[src/rtl/cpu_pkg.sv]
// Shared encodings, state/ALU/immediate enums and the immediate generator for the multi-cycle core.
package cpu_pkg;

  // Major opcodes
  localparam logic [6:0] OpLui    = 7'b0110111;
  localparam logic [6:0] OpAuipc  = 7'b0010111;
  localparam logic [6:0] OpJal    = 7'b1101111;
  localparam logic [6:0] OpJalr   = 7'b1100111;
  localparam logic [6:0] OpBranch = 7'b1100011;
  localparam logic [6:0] OpLoad   = 7'b0000011;
  localparam logic [6:0] OpStore  = 7'b0100011;
  localparam logic [6:0] OpImm    = 7'b0010011;
  localparam logic [6:0] OpReg    = 7'b0110011;

  // ALU funct3
  localparam logic [2:0] F3Add  = 3'b000;
  localparam logic [2:0] F3Sll  = 3'b001;
  localparam logic [2:0] F3Slt  = 3'b010;
  localparam logic [2:0] F3Sltu = 3'b011;
  localparam logic [2:0] F3Xor  = 3'b100;
  localparam logic [2:0] F3Sr   = 3'b101;
  localparam logic [2:0] F3Or   = 3'b110;
  localparam logic [2:0] F3And  = 3'b111;

  // Branch funct3
  localparam logic [2:0] F3Beq  = 3'b000;
  localparam logic [2:0] F3Bne  = 3'b001;
  localparam logic [2:0] F3Blt  = 3'b100;
  localparam logic [2:0] F3Bge  = 3'b101;
  localparam logic [2:0] F3Bltu = 3'b110;
  localparam logic [2:0] F3Bgeu = 3'b111;

  // Only word accesses exist
  localparam logic [2:0] F3Word = 3'b010;

  localparam logic [6:0] F7Base = 7'b0000000;
  localparam logic [6:0] F7Alt  = 7'b0100000;

  typedef enum logic [2:0] {
    StIdle, StFetch, StDecode, StExec, StMem, StWb, StHalt
  } state_e;

  typedef enum logic [3:0] {
    AluAdd, AluSub, AluSll, AluSlt, AluSltu, AluXor, AluSrl, AluSra, AluOr, AluAnd
  } alu_op_e;

  typedef enum logic [2:0] {ImmI, ImmS, ImmB, ImmU, ImmJ} imm_type_e;

  function automatic logic [31:0] gen_imm(input logic [31:0] ir, input imm_type_e t);
    logic [31:0] imm;
    case (t)
      ImmS:    imm = {{20{ir[31]}}, ir[31:25], ir[11:7]};
      ImmB:    imm = {{19{ir[31]}}, ir[31], ir[7], ir[30:25], ir[11:8], 1'b0};
      ImmU:    imm = {ir[31:12], 12'b0};
      ImmJ:    imm = {{11{ir[31]}}, ir[31], ir[19:12], ir[20], ir[30:21], 1'b0};
      default: imm = {{20{ir[31]}}, ir[31:20]};
    endcase
    return imm;
  endfunction

endpackage

[src/rtl/cpu_regfile.sv]
// Architectural register file: two combinational read ports, one synchronous write port, x0 = 0.
module cpu_regfile
  import cpu_pkg::*;
#(
  parameter int unsigned DW   = 32,
  parameter int unsigned NREG = 32,
  localparam int unsigned AW  = $clog2(NREG)
) (
  input  logic          clk_i,
  input  logic          rst_i,
  input  logic [AW-1:0] raddr_a_i,
  output logic [DW-1:0] rdata_a_o,
  input  logic [AW-1:0] raddr_b_i,
  output logic [DW-1:0] rdata_b_o,
  input  logic          we_i,
  input  logic [AW-1:0] waddr_i,
  input  logic [DW-1:0] wdata_i
);

  logic [DW-1:0] regs_q [NREG];

  // Register array: cleared on reset, x0 never written
  always_ff @(posedge clk_i) begin
    if (rst_i) begin
      for (int unsigned i = 0; i < NREG; i++) begin
        regs_q[i] <= '0;
      end
    end else if (we_i && (waddr_i != '0)) begin
      regs_q[waddr_i] <= wdata_i;
    end
  end

  assign rdata_a_o = (raddr_a_i == '0) ? '0 : regs_q[raddr_a_i];
  assign rdata_b_o = (raddr_b_i == '0) ? '0 : regs_q[raddr_b_i];

endmodule

[src/rtl/cpu_multicycle.sv]
// Multi-cycle RV32I-subset core with a single shared req/ack memory port and a terminal halt state.
module cpu_multicycle
  import cpu_pkg::*;
#(
  parameter int unsigned      DW       = 32,
  parameter int unsigned      NREG     = 32,
  parameter int unsigned      OUT_W    = 8,
  parameter logic [DW-1:0]    RESET_PC = 32'h0000_0000
) (
  input  logic             clk_i,
  input  logic             rst_i,
  input  logic             trigger_i,
  output logic             mem_req_o,
  output logic             mem_we_o,
  output logic [DW-1:0]    mem_addr_o,
  output logic [DW-1:0]    mem_wdata_o,
  input  logic [DW-1:0]    mem_rdata_i,
  input  logic             mem_ack_i,
  output logic [OUT_W-1:0] data_out,
  output logic             halted_o,
  output logic [DW-1:0]    instret_o
);

  localparam int unsigned AW = $clog2(NREG);

  if (DW != 32) begin : g_bad_dw
    $error("cpu_multicycle: DW must be 32");
  end
  if ((NREG != 16) && (NREG != 32)) begin : g_bad_nreg
    $error("cpu_multicycle: NREG must be 16 or 32");
  end
  if ((OUT_W < 1) || (OUT_W > DW)) begin : g_bad_out_w
    $error("cpu_multicycle: OUT_W must be in 1..DW");
  end
  if (RESET_PC[1:0] != 2'b00) begin : g_bad_pc
    $error("cpu_multicycle: RESET_PC must be word-aligned");
  end

  state_e           state_q;
  logic [DW-1:0]    pc_q, ir_q, a_q, b_q, imm_q, res_q, npc_q, instret_q;
  logic             req_q, we_q;
  logic [DW-1:0]    addr_q, wdata_q;
  logic [OUT_W-1:0] dout_q;

  // Instruction fields
  logic [6:0] opcode, f7;
  logic [4:0] rd, rs1, rs2;
  logic [2:0] f3;
  assign opcode = ir_q[6:0];
  assign rd     = ir_q[11:7];
  assign f3     = ir_q[14:12];
  assign rs1    = ir_q[19:15];
  assign rs2    = ir_q[24:20];
  assign f7     = ir_q[31:25];

  logic [DW-1:0] rs1_val, rs2_val;

  cpu_regfile #(
    .DW   (DW),
    .NREG (NREG)
  ) u_regfile (
    .clk_i     (clk_i),
    .rst_i     (rst_i),
    .raddr_a_i (rs1[AW-1:0]),
    .rdata_a_o (rs1_val),
    .raddr_b_i (rs2[AW-1:0]),
    .rdata_b_o (rs2_val),
    .we_i      (state_q == StWb),
    .waddr_i   (rd[AW-1:0]),
    .wdata_i   (res_q)
  );

  logic      legal, use_rd, use_rs1, use_rs2, idx_bad;
  imm_type_e imm_type;
  alu_op_e   alu_op;

  // Decode: legality, which register fields are live, immediate format and ALU operation
  always_comb begin
    legal    = 1'b0;
    use_rd   = 1'b0;
    use_rs1  = 1'b0;
    use_rs2  = 1'b0;
    imm_type = ImmI;
    case (opcode)
      OpLui, OpAuipc: begin legal = 1'b1; use_rd = 1'b1; imm_type = ImmU; end
      OpJal:          begin legal = 1'b1; use_rd = 1'b1; imm_type = ImmJ; end
      OpJalr:         begin legal = (f3 == 3'b000); use_rd = 1'b1; use_rs1 = 1'b1; end
      OpBranch: begin
        legal    = (f3 != 3'b010) && (f3 != 3'b011);
        use_rs1  = 1'b1;
        use_rs2  = 1'b1;
        imm_type = ImmB;
      end
      OpLoad: begin legal = (f3 == F3Word); use_rd = 1'b1; use_rs1 = 1'b1; end
      OpStore: begin
        legal    = (f3 == F3Word);
        use_rs1  = 1'b1;
        use_rs2  = 1'b1;
        imm_type = ImmS;
      end
      OpImm: begin
        use_rd  = 1'b1;
        use_rs1 = 1'b1;
        if (f3 == F3Sll)     legal = (f7 == F7Base);
        else if (f3 == F3Sr) legal = (f7 == F7Base) || (f7 == F7Alt);
        else                 legal = 1'b1;
      end
      OpReg: begin
        use_rd  = 1'b1;
        use_rs1 = 1'b1;
        use_rs2 = 1'b1;
        legal   = (f7 == F7Base) || ((f7 == F7Alt) && ((f3 == F3Add) || (f3 == F3Sr)));
      end
      default: ;
    endcase

    idx_bad = (use_rd && (32'(rd) >= NREG)) || (use_rs1 && (32'(rs1) >= NREG)) ||
              (use_rs2 && (32'(rs2) >= NREG));

    alu_op = AluAdd;
    if ((opcode == OpImm) || (opcode == OpReg)) begin
      case (f3)
        F3Add:   alu_op = ((opcode == OpReg) && (f7 == F7Alt)) ? AluSub : AluAdd;
        F3Sll:   alu_op = AluSll;
        F3Slt:   alu_op = AluSlt;
        F3Sltu:  alu_op = AluSltu;
        F3Xor:   alu_op = AluXor;
        F3Sr:    alu_op = (f7 == F7Alt) ? AluSra : AluSrl;
        F3Or:    alu_op = AluOr;
        default: alu_op = AluAnd;
      endcase
    end
  end

  logic [DW-1:0] op_a, op_b, alu_res, exec_res, exec_npc;
  logic          br_taken;

  // ALU, branch compare and next-PC selection for EXEC
  always_comb begin
    op_a = (opcode == OpLui) ? '0 : (opcode == OpAuipc) ? pc_q : a_q;
    op_b = (opcode == OpReg) ? b_q : imm_q;

    case (alu_op)
      AluSub:  alu_res = op_a - op_b;
      AluSll:  alu_res = op_a << op_b[4:0];
      AluSlt:  alu_res = {{(DW-1){1'b0}}, $signed(op_a) < $signed(op_b)};
      AluSltu: alu_res = {{(DW-1){1'b0}}, op_a < op_b};
      AluXor:  alu_res = op_a ^ op_b;
      AluSrl:  alu_res = op_a >> op_b[4:0];
      AluSra:  alu_res = $signed(op_a) >>> op_b[4:0];
      AluOr:   alu_res = op_a | op_b;
      AluAnd:  alu_res = op_a & op_b;
      default: alu_res = op_a + op_b;
    endcase

    case (f3)
      F3Beq:   br_taken = (a_q == b_q);
      F3Bne:   br_taken = (a_q != b_q);
      F3Blt:   br_taken = ($signed(a_q) < $signed(b_q));
      F3Bge:   br_taken = ($signed(a_q) >= $signed(b_q));
      F3Bltu:  br_taken = (a_q < b_q);
      F3Bgeu:  br_taken = (a_q >= b_q);
      default: br_taken = 1'b0;
    endcase

    exec_npc = pc_q + 32'd4;
    if ((opcode == OpJal) || ((opcode == OpBranch) && br_taken)) begin
      exec_npc = pc_q + imm_q;
    end else if (opcode == OpJalr) begin
      exec_npc = {alu_res[DW-1:1], 1'b0};
    end

    exec_res = ((opcode == OpJal) || (opcode == OpJalr)) ? (pc_q + 32'd4) : alu_res;
  end

  // Control FSM with registered memory-port, display and counter outputs
  always_ff @(posedge clk_i) begin
    if (rst_i) begin
      state_q   <= StIdle;
      pc_q      <= RESET_PC;
      ir_q      <= '0;
      a_q       <= '0;
      b_q       <= '0;
      imm_q     <= '0;
      res_q     <= '0;
      npc_q     <= '0;
      instret_q <= '0;
      req_q     <= 1'b0;
      we_q      <= 1'b0;
      addr_q    <= '0;
      wdata_q   <= '0;
      dout_q    <= '0;
    end else begin
      unique case (state_q)
        StIdle: begin
          if (trigger_i) begin
            state_q <= StFetch;
            req_q   <= 1'b1;
            we_q    <= 1'b0;
            addr_q  <= pc_q;
          end
        end
        StFetch: begin
          if (mem_ack_i) begin
            ir_q    <= mem_rdata_i;
            req_q   <= 1'b0;
            state_q <= StDecode;
          end
        end
        StDecode: begin
          a_q     <= rs1_val;
          b_q     <= rs2_val;
          imm_q   <= gen_imm(ir_q, imm_type);
          state_q <= (legal && !idx_bad) ? StExec : StHalt;
        end
        StExec: begin
          res_q <= exec_res;
          npc_q <= exec_npc;
          if ((opcode == OpLoad) || (opcode == OpStore)) begin
            if (alu_res[1:0] != 2'b00) begin
              state_q <= StHalt;
            end else begin
              state_q <= StMem;
              req_q   <= 1'b1;
              we_q    <= (opcode == OpStore);
              addr_q  <= alu_res;
              wdata_q <= b_q;
            end
          end else if (exec_npc[1:0] != 2'b00) begin
            // Only a taken branch or a jump can produce a misaligned target
            state_q <= StHalt;
          end else if (opcode == OpBranch) begin
            pc_q      <= exec_npc;
            instret_q <= instret_q + 32'd1;
            state_q   <= StFetch;
            req_q     <= 1'b1;
            addr_q    <= exec_npc;
          end else begin
            state_q <= StWb;
          end
        end
        StMem: begin
          if (mem_ack_i) begin
            we_q <= 1'b0;
            if (we_q) begin
              pc_q      <= npc_q;
              instret_q <= instret_q + 32'd1;
              state_q   <= StFetch;
              addr_q    <= npc_q;
            end else begin
              res_q   <= mem_rdata_i;
              req_q   <= 1'b0;
              state_q <= StWb;
            end
          end
        end
        StWb: begin
          if (rd == 5'd10) dout_q <= res_q[OUT_W-1:0];
          pc_q      <= npc_q;
          instret_q <= instret_q + 32'd1;
          state_q   <= StFetch;
          req_q     <= 1'b1;
          addr_q    <= npc_q;
        end
        StHalt: begin
          req_q <= 1'b0;
          we_q  <= 1'b0;
        end
        default: state_q <= StHalt;
      endcase
    end
  end

  assign mem_req_o   = req_q;
  assign mem_we_o    = we_q;
  assign mem_addr_o  = addr_q;
  assign mem_wdata_o = wdata_q;
  assign data_out    = dout_q;
  assign halted_o    = (state_q == StHalt);
  assign instret_o   = instret_q;

endmodule

[config.mk]
export PLATFORM = sky130hd
export DESIGN_NAME = cpu_multicycle
export DESIGN_NICKNAME = d
export VERILOG_FILES = /design/src/rtl/cpu_pkg.sv /design/src/rtl/cpu_regfile.sv /design/src/rtl/cpu_multicycle.sv
export SDC_FILE = /design/constraint.sdc
export NUM_CORES = 2
export LEC_CHECK = 0
export BUFFER_PORTS_ARGS = -buffer_cell sky130_fd_sc_hd__buf_2
export CAP_MARGIN = 10
export CORE_MARGIN = 5
export CORE_UTILIZATION = 36
export DETAILED_ROUTE_END_ITERATION = 16
export HOLD_SLACK_MARGIN = 0.05
export SLEW_MARGIN = 40
export SYNTH_ARGS = -nofsm -noshare
export SYNTH_HDL_FRONTEND = slang
export SYNTH_SLANG_ARGS = --single-unit
[constraint.sdc]
create_clock -name clk_i -period 5.4 [get_ports clk_i]
set_input_delay 0.54 -clock clk_i [delete_from_list [all_inputs] [get_ports clk_i]]
set_output_delay 0.54 -clock clk_i [all_outputs]
set_load 0.05 [all_outputs]
==> impl_metrics.env <==
export IMPL_status="complete, no violations"
export IMPL_gp_congestion=1.059
export IMPL_finalCriticalPeriod_ns=5.341
export IMPL_syn2layout_area_growth_pct=15.68
export IMPL_async_reset_ff_share_pct=0
export IMPL_place_hpwl_um=249100
export IMPL_ys_types=98
export IMPL_clock_sinks=1367
export IMPL_wl_per_cell_um=33.14
export IMPL_first_pass_iters=8
export IMPL_powerDensity_mw_per_mm2=399.9
export IMPL_cts_buffers=151
export IMPL_root_buffer="clkbuf_16"
export IMPL_final_area_sq_mm=0.09474
export IMPL_vias_per_cell=6.216
export IMPL_min_to="ir_q[13]"
export IMPL_p_leak_nw=33.65
export IMPL_grt_antenna_before_repair=31
export IMPL_fin_crit_sh_pct=98.91
export IMPL_hold_path_class="in2reg"
export IMPL_synth_main_ff_cell="edfxtp_1"
export IMPL_hold_path_startpoint="mem_rdata_i[13]"
export IMPL_skew_ns=0.09161
export IMPL_antenna_left=0
export IMPL_clock_latency_ns=0.87
export IMPL_critPathLaunchType="register"
export IMPL_critPathMaxFanout=28
export IMPL_fin_util_pct=41.76
export IMPL_whs_path_depth=3
export IMPL_start_util_pct=36.10
export IMPL_hold_viol_final=0
export IMPL_synth_edf_count=1024
export IMPL_worst_pin_slew_ns=0.9943
export IMPL_crit_path_end_kind="register"
export IMPL_drtIter0Drc=8687
export IMPL_drive_above_1_share_pct=23.22
export IMPL_die_area_sq_mm=0.2371
export IMPL_synth_area_leaders="edfxtp_1, mux4_2, dfxtp_1, and2_1, nor2_1"
export IMPL_path_clk_slew_ns=0.06
export IMPL_grt_pass1_vias=63550
export IMPL_io_pins=143
export IMPL_layout_cells_most_common="and2_1"
export IMPL_synth_top_area_share_pct=37.55
export IMPL_num_vias=64980
export IMPL_timing_slew_headroom_pct=33.71
export IMPL_vdd_drop_max_mv=0.3953
export IMPL_std_cell_rows=175
export IMPL_drv_slew=0
export IMPL_final_cell_mix="and2_1, edfxtp_1, mux4_2, nor2_1, buf_4"
export IMPL_postSynthCellCount=7097
export IMPL_yosysTopAreaCell="edfxtp_1"
export IMPL_syn_area_sq_mm=0.08190
export IMPL_synth_seq_cells=1367
export IMPL_place_area_sq_mm=0.08947
export IMPL_r2r_end="mem_addr_o[13]"
export IMPL_yosys_warnings=0
export IMPL_core_sq_mm=0.2268
export IMPL_r2r_setup_slack_ns=0.06
export IMPL_port_buffers=142
export IMPL_nets=7513
export IMPL_maxCapViolations=0
export IMPL_max_freq_ghz=0.1872
export IMPL_cts_tree="done"
export IMPL_critPathKind="reg2reg"
export IMPL_holdWs_ns=0.1085
export IMPL_drt_total_wl_um=346400
export IMPL_required_ns=6.10
export IMPL_grt_total_usage_pct=28.41
export IMPL_cts_htree_levels=4
export IMPL_grt_setup_unrepaired="true"
export IMPL_grt_overflow_total=0
export IMPL_syn_avg_cell_area_sq_um=11.54
export IMPL_drc=0
export IMPL_grt_start_max_net_pins=80
export IMPL_clk_path_buf_depth=3
export IMPL_fp_dieH_um=487.0
export IMPL_crit_arrival_ns=6.04
export IMPL_synth_seq_area_share_pct=45.93
export IMPL_reg2reg_from="ir_q[1]"
export IMPL_grt_pass1_wl_um=482300
export IMPL_ff2ff_path_depth=20
export IMPL_setup_viol=0
export IMPL_die_w_um=487.0
-- final cells by class --
cell class / count / area, sq um
sequential: 1367 / 37670
timing repair buffer: 694 / 5781
tap: 3009 / 3765
antenna: 10 / 25.02
clock buffer: 195 / 4005
clock inverter: 79 / 947.2
inverter: 152 / 575.6
multi-input combinational: 4947 / 41970
fill: 21360 / 132100
-- where the power goes --
| group | total [mW] | leakage, nW | internal (mW) | switching (mW) |
|---|---|---|---|---|
| registers | 13.1 | 13.3 | 12.0 | 1.14 |
| logic | 14.4 | 17.9 | 4.92 | 9.45 |
| clock network | 10.4 | 2.38 | 5.77 | 4.64 |
| total | 37.9 | 33.6 | 22.7 | 15.2 |
-- how the worst max path moves through the flow --
stage             from              to  slack, ns
2_1_floorplan  ir_q[3]  mem_addr_o[18]       0.21
6_report       ir_q[1]  mem_addr_o[13]       0.06
3_3_place_gp   ir_q[5]       res_q[11]       0.26
3_5_place_dp   ir_q[0]  mem_addr_o[13]       0.18
5_1_grt        ir_q[4]       res_q[28]      -0.06
4_1_cts        ir_q[1]  mem_addr_o[13]       0.15
-- Yosys cell counts (113+ instances only) --
library cell and instances:
nor2_1 538, nand2_1 359, clkbuf_1 508, o211ai_1 113, mux2i_1 124, inv_1 147
dfxtp_1 343, ha_1 161, o21ai_0 285, edfxtp_1 1024, and2_1 1031, a21oi_1 356
nand3_1 175, mux4_2 647
-- cells by family (layout without fill, tap and decap cells) --
| family | Yosys count | count (layout) | synth area share (%) |
|---|---|---|---|
| buf+inv | 814 | 1120 | 3.839 |
| mux | 786 | 786 | 19.51 |
| compound gates | 1371 | 1371 | 11.03 |
| other cells | 1 | 42 | 0.004579 |
| flops | 1367 | 1367 | 45.93 |
| fa+ha+maj | 164 | 164 | 2.533 |
| simple gates | 2505 | 2505 | 16.20 |
| xor+xnor | 89 | 89 | 0.9518 |
-- what timing repair did --
item | in CTS | in global routing
resized for setup | 0 | 14
buffers inserted | 0 | 0
endpoints found under the hold margin | 31 | 1
endpoints found under the setup margin | 0 | 46
hold buffers | 20 | 1
-- per-stage QoR --
| stage | cells | setup TNS [ns] | power, mW | setup WS, ns |
|---|---|---|---|---|
| 6_report | 10450 | 0 | 37.89 | 0.05910 |
| 5_1_grt | 10450 | -0.3741 | 39.00 | -0.05867 |
| 4_1_cts | 10440 | 0 | 37.50 | 0.1530 |
| 3_5_place_dp | 10150 | 0 | 27.14 | 0.1817 |
| 3_3_place_gp | 10110 | 0 | 27.06 | 0.2601 |
| 2_1_floorplan | 7128 | 0 | 20.80 | 0.2095 |
-- critical path, stage by stage, from the launching register on --
cell	delay (ns)
dfxtp_1	0.38
nand3b_1	0.13
buf_4	0.24
buf_4	0.24
o21ai_0	0.68
and2_0	0.26
inv_1	0.12
ha_1	0.31
or3_1	0.44
or3_1	0.36
o311a_1	0.15
o31a_1	0.13
o31ai_1	0.30
buf_4	0.23
nand4_1	0.20
buf_4	0.22
a21oi_4	0.16
buf_12	0.18
buf_4	0.15
nor2_1	0.04
a311oi_1	0.27
-- registers in the layout, summed over array words and instances (netlist names), 3 cells and up, named ones only --
| register | count |
|---|---|
| u_regfile.regs_q | 1024 |
| a_q | 32 |
| b_q | 32 |
| imm_q | 32 |
| instret_o | 32 |
| ir_q | 32 |
| mem_addr_o | 32 |
| mem_wdata_o | 32 |
| npc_q | 32 |
| pc_q | 32 |
| res_q | 32 |
| data_out | 8 |
| state_q | 3 |
-- per-layer routing --
| layer | up-vias | share of wire (%) | GRT usage [%] |
|---|---|---|---|
| met1 | 32810 | 37 | 35.46 |
| met2 | 3969 | 46 | 45.17 |
| met3 | 906 | 10 | 6.981 |
| li1 | 27280 | - | - |
| met4 | 12 | 6.8 | 16.02 |
| met5 | - | 0.062 | 0.4287 |
Note: power is estimated with default switching activity, not from simulation.
